File: config.mk
export PLATFORM = sky130hd
export DESIGN_NAME = rtc_bcd_counter
export DESIGN_NICKNAME = d
export VERILOG_FILES = /design/src/rtl/rtc_bcd_counter.sv
export SDC_FILE = /design/constraint.sdc
export NUM_CORES = 1
export LEC_CHECK = 0
export CORE_UTILIZATION = 30
export CTS_CLUSTER_DIAMETER = 80
export DETAILED_ROUTE_END_ITERATION = 8
export DONT_BUFFER_PORTS = 1
export PLACE_DENSITY_LB_ADDON = 0.05
export SLEW_MARGIN = 20
export SYNTH_ARGS = -nofsm -noshare
export SYNTH_HDL_FRONTEND = slang
export SYNTH_SLANG_ARGS = --single-unit
File: constraint.sdc
create_clock -name clock_in -period 4.1 [get_ports clock_in]
set_clock_uncertainty 0.2 [all_clocks]
set_input_delay 0.82 -clock clock_in [delete_from_list [all_inputs] [get_ports clock_in]]
set_output_delay 0.82 -clock clock_in [all_outputs]
set_load 0.05 [all_outputs]
File: src/rtl/rtc_bcd_counter.sv
// ---------------------------------------------------------------------------
// rtc_bcd_counter
//
// Time-of-day counter in the clock_in domain. The divided slow_clk from the
// divider stage is synchronized and rising-edge detected. Each detected edge
// advances a BCD hh:mm:ss count by one second while run is high. The time can
// be loaded through a one-cycle valid / ack-or-err handshake. All outputs are
// registered and feed the display driver stage.
//
// Parameters
//   SYNC_STAGES  clock_in flops on slow_clk ahead of the edge detector (1..3)
//   HOUR_WRAP    decimal hour modulus; hours run 0..HOUR_WRAP-1 (2..24)
//
// Ports
//   clock_in     system clock, all logic on its rising edge
//   reset_n      asynchronous active-low reset
//   slow_clk     divided clock, treated as a level and sampled on clock_in
//   run          1 = count seconds, 0 = hold the count
//   load_valid   one-cycle load request
//   load_hh/mm/ss  BCD time to load
//   load_ack     one-cycle pulse, load accepted
//   load_err     one-cycle pulse, load rejected
//   hour_bcd/min_bcd/sec_bcd  current time, [7:4] tens, [3:0] units
//   tick_out     one-cycle pulse per counted second
//   day_roll     one-cycle pulse when the count wraps to 00:00:00
//   running      registered copy of run
// ---------------------------------------------------------------------------
module rtc_bcd_counter #(
  parameter int SYNC_STAGES = 2,
  parameter int HOUR_WRAP   = 24
) (
  input  logic       clock_in,
  input  logic       reset_n,
  input  logic       slow_clk,
  input  logic       run,
  input  logic       load_valid,
  input  logic [7:0] load_hh,
  input  logic [7:0] load_mm,
  input  logic [7:0] load_ss,
  output logic       load_ack,
  output logic       load_err,
  output logic [7:0] hour_bcd,
  output logic [7:0] min_bcd,
  output logic [7:0] sec_bcd,
  output logic       tick_out,
  output logic       day_roll,
  output logic       running
);

  // Highest hour value and the exclusive load limit, both in BCD.
  localparam logic [7:0] HOUR_MAX   = {4'((HOUR_WRAP - 1) / 10), 4'((HOUR_WRAP - 1) % 10)};
  localparam logic [7:0] HOUR_LIMIT = {4'(HOUR_WRAP / 10), 4'(HOUR_WRAP % 10)};

  logic [SYNC_STAGES-1:0] r_sync;
  logic                   r_prev;
  logic [7:0]             r_hour;
  logic [7:0]             r_min;
  logic [7:0]             r_sec;
  logic                   r_tick;
  logic                   r_roll;
  logic                   r_ack;
  logic                   r_err;
  logic                   r_running;

  logic w_edge;
  logic w_loadOk;
  logic w_doLoad;
  logic w_doTick;
  logic w_secWrap;
  logic w_minWrap;
  logic w_dayWrap;

  // Advance a two-digit BCD value by one, returning to 00 after maxv.
  function automatic logic [7:0] bcdInc(input logic [7:0] v, input logic [7:0] maxv);
    if (v == maxv)
      return 8'h00;
    else if (v[3:0] == 4'd9)
      return {v[7:4] + 4'd1, 4'd0};
    else
      return {v[7:4], v[3:0] + 4'd1};
  endfunction

  // Synchronizer and prev flop reset high so a slow_clk that is already high
  // when reset releases is not mistaken for a rising edge. The chain keeps
  // running regardless of run so no stale edge is left waiting.
  always_ff @(posedge clock_in or negedge reset_n) begin
    if (!reset_n) begin
      r_sync <= '1;
      r_prev <= 1'b1;
    end else begin
      r_sync[0] <= slow_clk;
      for (int i = 1; i < SYNC_STAGES; i++)
        r_sync[i] <= r_sync[i-1];
      r_prev <= r_sync[SYNC_STAGES-1];
    end
  end

  assign w_edge = r_sync[SYNC_STAGES-1] & ~r_prev;

  // Digit-wise BCD compares preserve numeric order once every nibble is <= 9.
  assign w_loadOk = (load_hh[7:4] <= 4'd9) && (load_hh[3:0] <= 4'd9) &&
                    (load_mm[7:4] <= 4'd9) && (load_mm[3:0] <= 4'd9) &&
                    (load_ss[7:4] <= 4'd9) && (load_ss[3:0] <= 4'd9) &&
                    (load_mm < 8'h60) && (load_ss < 8'h60) &&
                    (load_hh < HOUR_LIMIT);

  // An accepted load takes priority over a coincident tick; a rejected one
  // does not.
  assign w_doLoad = load_valid & w_loadOk;
  assign w_doTick = w_edge & run & ~w_doLoad;

  assign w_secWrap = (r_sec == 8'h59);
  assign w_minWrap = w_secWrap && (r_min == 8'h59);
  assign w_dayWrap = w_minWrap && (r_hour == HOUR_MAX);

  // Time registers plus the registered status pulses.
  always_ff @(posedge clock_in or negedge reset_n) begin
    if (!reset_n) begin
      r_hour    <= 8'h00;
      r_min     <= 8'h00;
      r_sec     <= 8'h00;
      r_tick    <= 1'b0;
      r_roll    <= 1'b0;
      r_ack     <= 1'b0;
      r_err     <= 1'b0;
      r_running <= 1'b0;
    end else begin
      r_tick    <= w_doTick;
      r_roll    <= w_doTick & w_dayWrap;
      r_ack     <= w_doLoad;
      r_err     <= load_valid & ~w_loadOk;
      r_running <= run;
      if (w_doLoad) begin
        r_hour <= load_hh;
        r_min  <= load_mm;
        r_sec  <= load_ss;
      end else if (w_doTick) begin
        r_sec <= bcdInc(r_sec, 8'h59);
        if (w_secWrap)
          r_min <= bcdInc(r_min, 8'h59);
        if (w_minWrap)
          r_hour <= bcdInc(r_hour, HOUR_MAX);
      end
    end
  end

  assign hour_bcd = r_hour;
  assign min_bcd  = r_min;
  assign sec_bcd  = r_sec;
  assign tick_out = r_tick;
  assign day_roll = r_roll;
  assign load_ack = r_ack;
  assign load_err = r_err;
  assign running  = r_running;

endmodule

==> impl_metrics.csv <==
group,metric,value,unit
synthesis,ys_warn_count,0,
clocking,root_buffer,"clkbuf_8",
routing,drc_errors,2,
timing,tns,0,ns
synthesis,async_flop_share,100,%
worst_setup_path,required,4.11,ns
timing,period_share,65.9,%
final_layout,seq_area,805,sq um
clocking,insertion_delay,0.29,ns
final_layout,nFillCells,662,
routing,wl_per_cell,20.1,um
synthesis,synth_edf_count,0,
run_status,status,"complete, but fails checks",
clocking,clockBufferDepth,2,
worst_setup_path,max_stage_delay,0.74,ns
timing,relSlewSlack,47.9,%
power,p_leak,0.876,nW
grt,grt_pass1_wl,9.29,mm
synthesis,synth.net_count,247,
die,start_util,31.6,%
placement,gp_congestion,0.768,
clocking,post_cts_buffers,0,
final_layout,insertedDiodeCount,0,
routing,ant_nets,0,
final_layout,drive_above_1_share,11.3,%
worst_setup_path,path_max_fanout,11,
power,cellPowerDensity,462,nW/um^2
grt,grt_overflow,0,
routing,first_pass_iters,8,
final_layout,multi_input_area,1120,sq um
final_layout,layoutNonFillerInstCount,281,
clocking,clock_sinks,32,
power,ir_drop,0.189,mV
clocking,htree_levels,2,
grt,grt_start_max_net_pins,33,
placement,io_buffers,0,
final_layout,final_nets,244,
synthesis,ys.flop_type,"dfrtp_1",
worst_hold_path,hp-class,"primary input to async pin",
clocking,cts_tree,"yes",
synthesis,synth_area,2050,sq um
synthesis,ys_seq_area_share,39.2,%
worst_setup_path,critPathLaunchType,"flip-flop",
synthesis,synth_seq_cells,32,
worst_setup_path,cp-end-kind,"flip-flop",
synthesis,ys_types,44,
worst_setup_path,cp_num_buf_inv,0,
worst_setup_path,crit_path_top_delay_cell,"dfrtp_1",
final_layout,syn_to_final_growth,6.40,%
die,io_pins,58,
timing,fmax,370,MHz
routing,vias,1661,
die,dieArea,7180,sq um
routing,vias_per_cell,5.91,
flow_run,cap_violations,0,
grt,antenna_found_initial,0,
placement,dpl.hpwl,4.10,mm
placement,dp_cells,272,
run_status,violations,"design-rule violations",
timing,drv_slew,0,
worst_setup_path,arrival,2.71,ns
clocking,cts_buffers,5,
clocking,clk_pin_slew,0.07,ns
timing,period_needed,2.70,ns
worst_setup_path,critPathTopFamily,"simple AND/OR/NAND/NOR gates",
die,die_height,84.7,um
grt,grt_pass1_vias,1793,
timing,worst_pin_slew,0.779,ns
worst_setup_path,cp_cell_sequence,"ha_1 -> and3b_1 -> nand4_4 -> or4_1 -> a31oi_1",
synthesis,avgSynthCellArea,9.97,sq um
grt,grtUsageTotal,16.8,%
routing,drtIter0Drc,88,
die,die_w,84.7,um
die,num_rows,29,
timing,rsz0062_at_grt,"false",
synthesis,syn_inst,206,
timing,setup_viol,0,
worst_setup_path,crit_type,"flip-flop to flip-flop",
die,core,6490,sq um
routing,postRouteWirelength,5.66,mm
timing,finalHoldViolCount,0,
final timing paths:
| check | slack [ns] | cells past startpoint | to | from |
|---|---|---|---|---|
| worst max-delay path | 1.40 | 5 | hour_bcd[5] | min_bcd[0] |
| worst min-delay path | 0.02 | 0 | min_bcd[0] | reset_n |
| worst max register to register | 1.40 | 5 | hour_bcd[5] | min_bcd[0] |
| worst min register to register | 0.16 | 0 | r_sync[1] | r_sync[0] |
| max in group asynchronous | 2.36 | 1 | sec_bcd[2] | reset_n |
| min in group clock_in | 0.16 | 0 | r_sync[1] | r_sync[0] |
layout make-up:
type                            instances  share of cell area [%]
Sequential cell                        32                    36.8
Clock inverter                          3                    1.95
Inverter                               10                    1.72
Multi-Input combinational cell        153                    51.5
Tap cell                               77                    4.41
Timing Repair Buffer                    1                   0.458
Clock buffer                            5                    3.15
where the power goes:
group	total, W	internal (W)	switching [W]
clock	0.000307	0.000180	0.000127
combinational	0.000152	0.0000716	0.0000800
sequential	0.000551	0.000353	0.000198
total	0.00101	0.000605	0.000405
cells in the final DEF (no fill, tap or decap), types with 7 or more instances in the layout:
master / Yosys / routed
nand3b_1: 7 / 7
nand3_1: 12 / 12
mux2_2: 7 / 7
nand4_1: 11 / 11
o21ai_0: 20 / 20
inv_1: 10 / 10
a31oi_1: 8 / 8
nor4_1: 7 / 7
ha_1: 12 / 12
nor2_1: 9 / 9
dfrtp_1: 29 / 29
cells by family (layout without fill, tap and decap cells):
| group | after synthesis | in the layout | share of synthesized area, % |
|---|---|---|---|
| buf+inv | 21 | 19 | 6.03 |
| compound gates | 46 | 46 | 13.5 |
| flops | 32 | 32 | 39.2 |
| fa+ha+maj | 12 | 12 | 7.31 |
| simple gates | 81 | 81 | 26.5 |
| mux | 14 | 14 | 7.43 |
flip-flops by register name, summed over array words and instances, names as in the netlist:
name / count
running: 1
day_roll: 1
load_ack: 1
load_err: 1
r_sync: 2
hour_bcd: 8
r_prev: 1
sec_bcd: 8
tick_out: 1
min_bcd: 8
worst register-to-register path: cells and delay by family, from the launching register on:
kind                     cells  cell delay (ns)
AO/OA/AOI/OAI                1             0.20
AND/OR/NAND/NOR              3             1.22
flip-flops                   1             0.74
adder cells (fa/ha/maj)      1             0.27
layer usage:
layer / GRT usage [%] / vias to the layer above / part of all wire, %
li1: - / 786 / -
met1: 20.9 / 816 / 46
met2: 27.4 / 53 / 47
met3: 6.49 / 6 / 5.9
met4: 4.31 / 0 / 1.1
met5: 0 / - / 0
cell usage after synthesis, types with 2 or more instances:
| master | number | area [sq um] |
|---|---|---|
| and3b_1 | 5 | 43.8 |
| dfstp_2 | 3 | 78.8 |
| or4_1 | 4 | 30.0 |
| clkbuf_1 | 2 | 7.51 |
| mux2_2 | 7 | 78.8 |
| buf_6 | 5 | 56.3 |
| o2bb2ai_1 | 2 | 17.5 |
| mux2_1 | 3 | 33.8 |
| o21ai_0 | 20 | 100 |
| a21oi_1 | 5 | 25.0 |
| nand3b_1 | 7 | 52.6 |
| nor4_1 | 7 | 43.8 |
| nor3_1 | 5 | 25.0 |
| dfrtp_1 | 29 | 726 |
| mux2i_1 | 4 | 40.0 |
| and3_1 | 2 | 12.5 |
| o31ai_1 | 5 | 37.5 |
| nand3_1 | 12 | 60.1 |
| nand4_1 | 11 | 68.8 |
| nor2_1 | 9 | 33.8 |
| inv_1 | 10 | 37.5 |
| ha_1 | 12 | 150 |
| nand4b_1 | 3 | 26.3 |
| a31oi_1 | 8 | 50.1 |
| nand2_1 | 5 | 18.8 |
| buf_2 | 3 | 15.0 |
what timing repair did:
item,in CTS,in global routing
endpoints found under the hold margin,0,16
endpoints found under the setup margin,0,0
hold buffers,0,1
resized for setup,0,0
metrics by stage:
step / utilization [%] / instance area, sq um / total power, W / setup slack, ns / hold slack (ns)
2_1_floorplan: - / 2050 / 0.000672 / 1.76 / 0.145
3_3_place_gp: 31.8 / 2060 / 0.000700 / 1.34 / 0.147
3_5_place_dp: 31.8 / 2060 / 0.000704 / 1.30 / 0.147
4_1_cts: 33.5 / 2170 / 0.00102 / 1.42 / 0.00294
5_1_grt: 33.6 / 2180 / 0.00106 / 1.27 / 0.00562
6_report: 33.6 / 2180 / 0.00101 / 1.40 / 0.0243
Power figures use the tool's default switching activity.
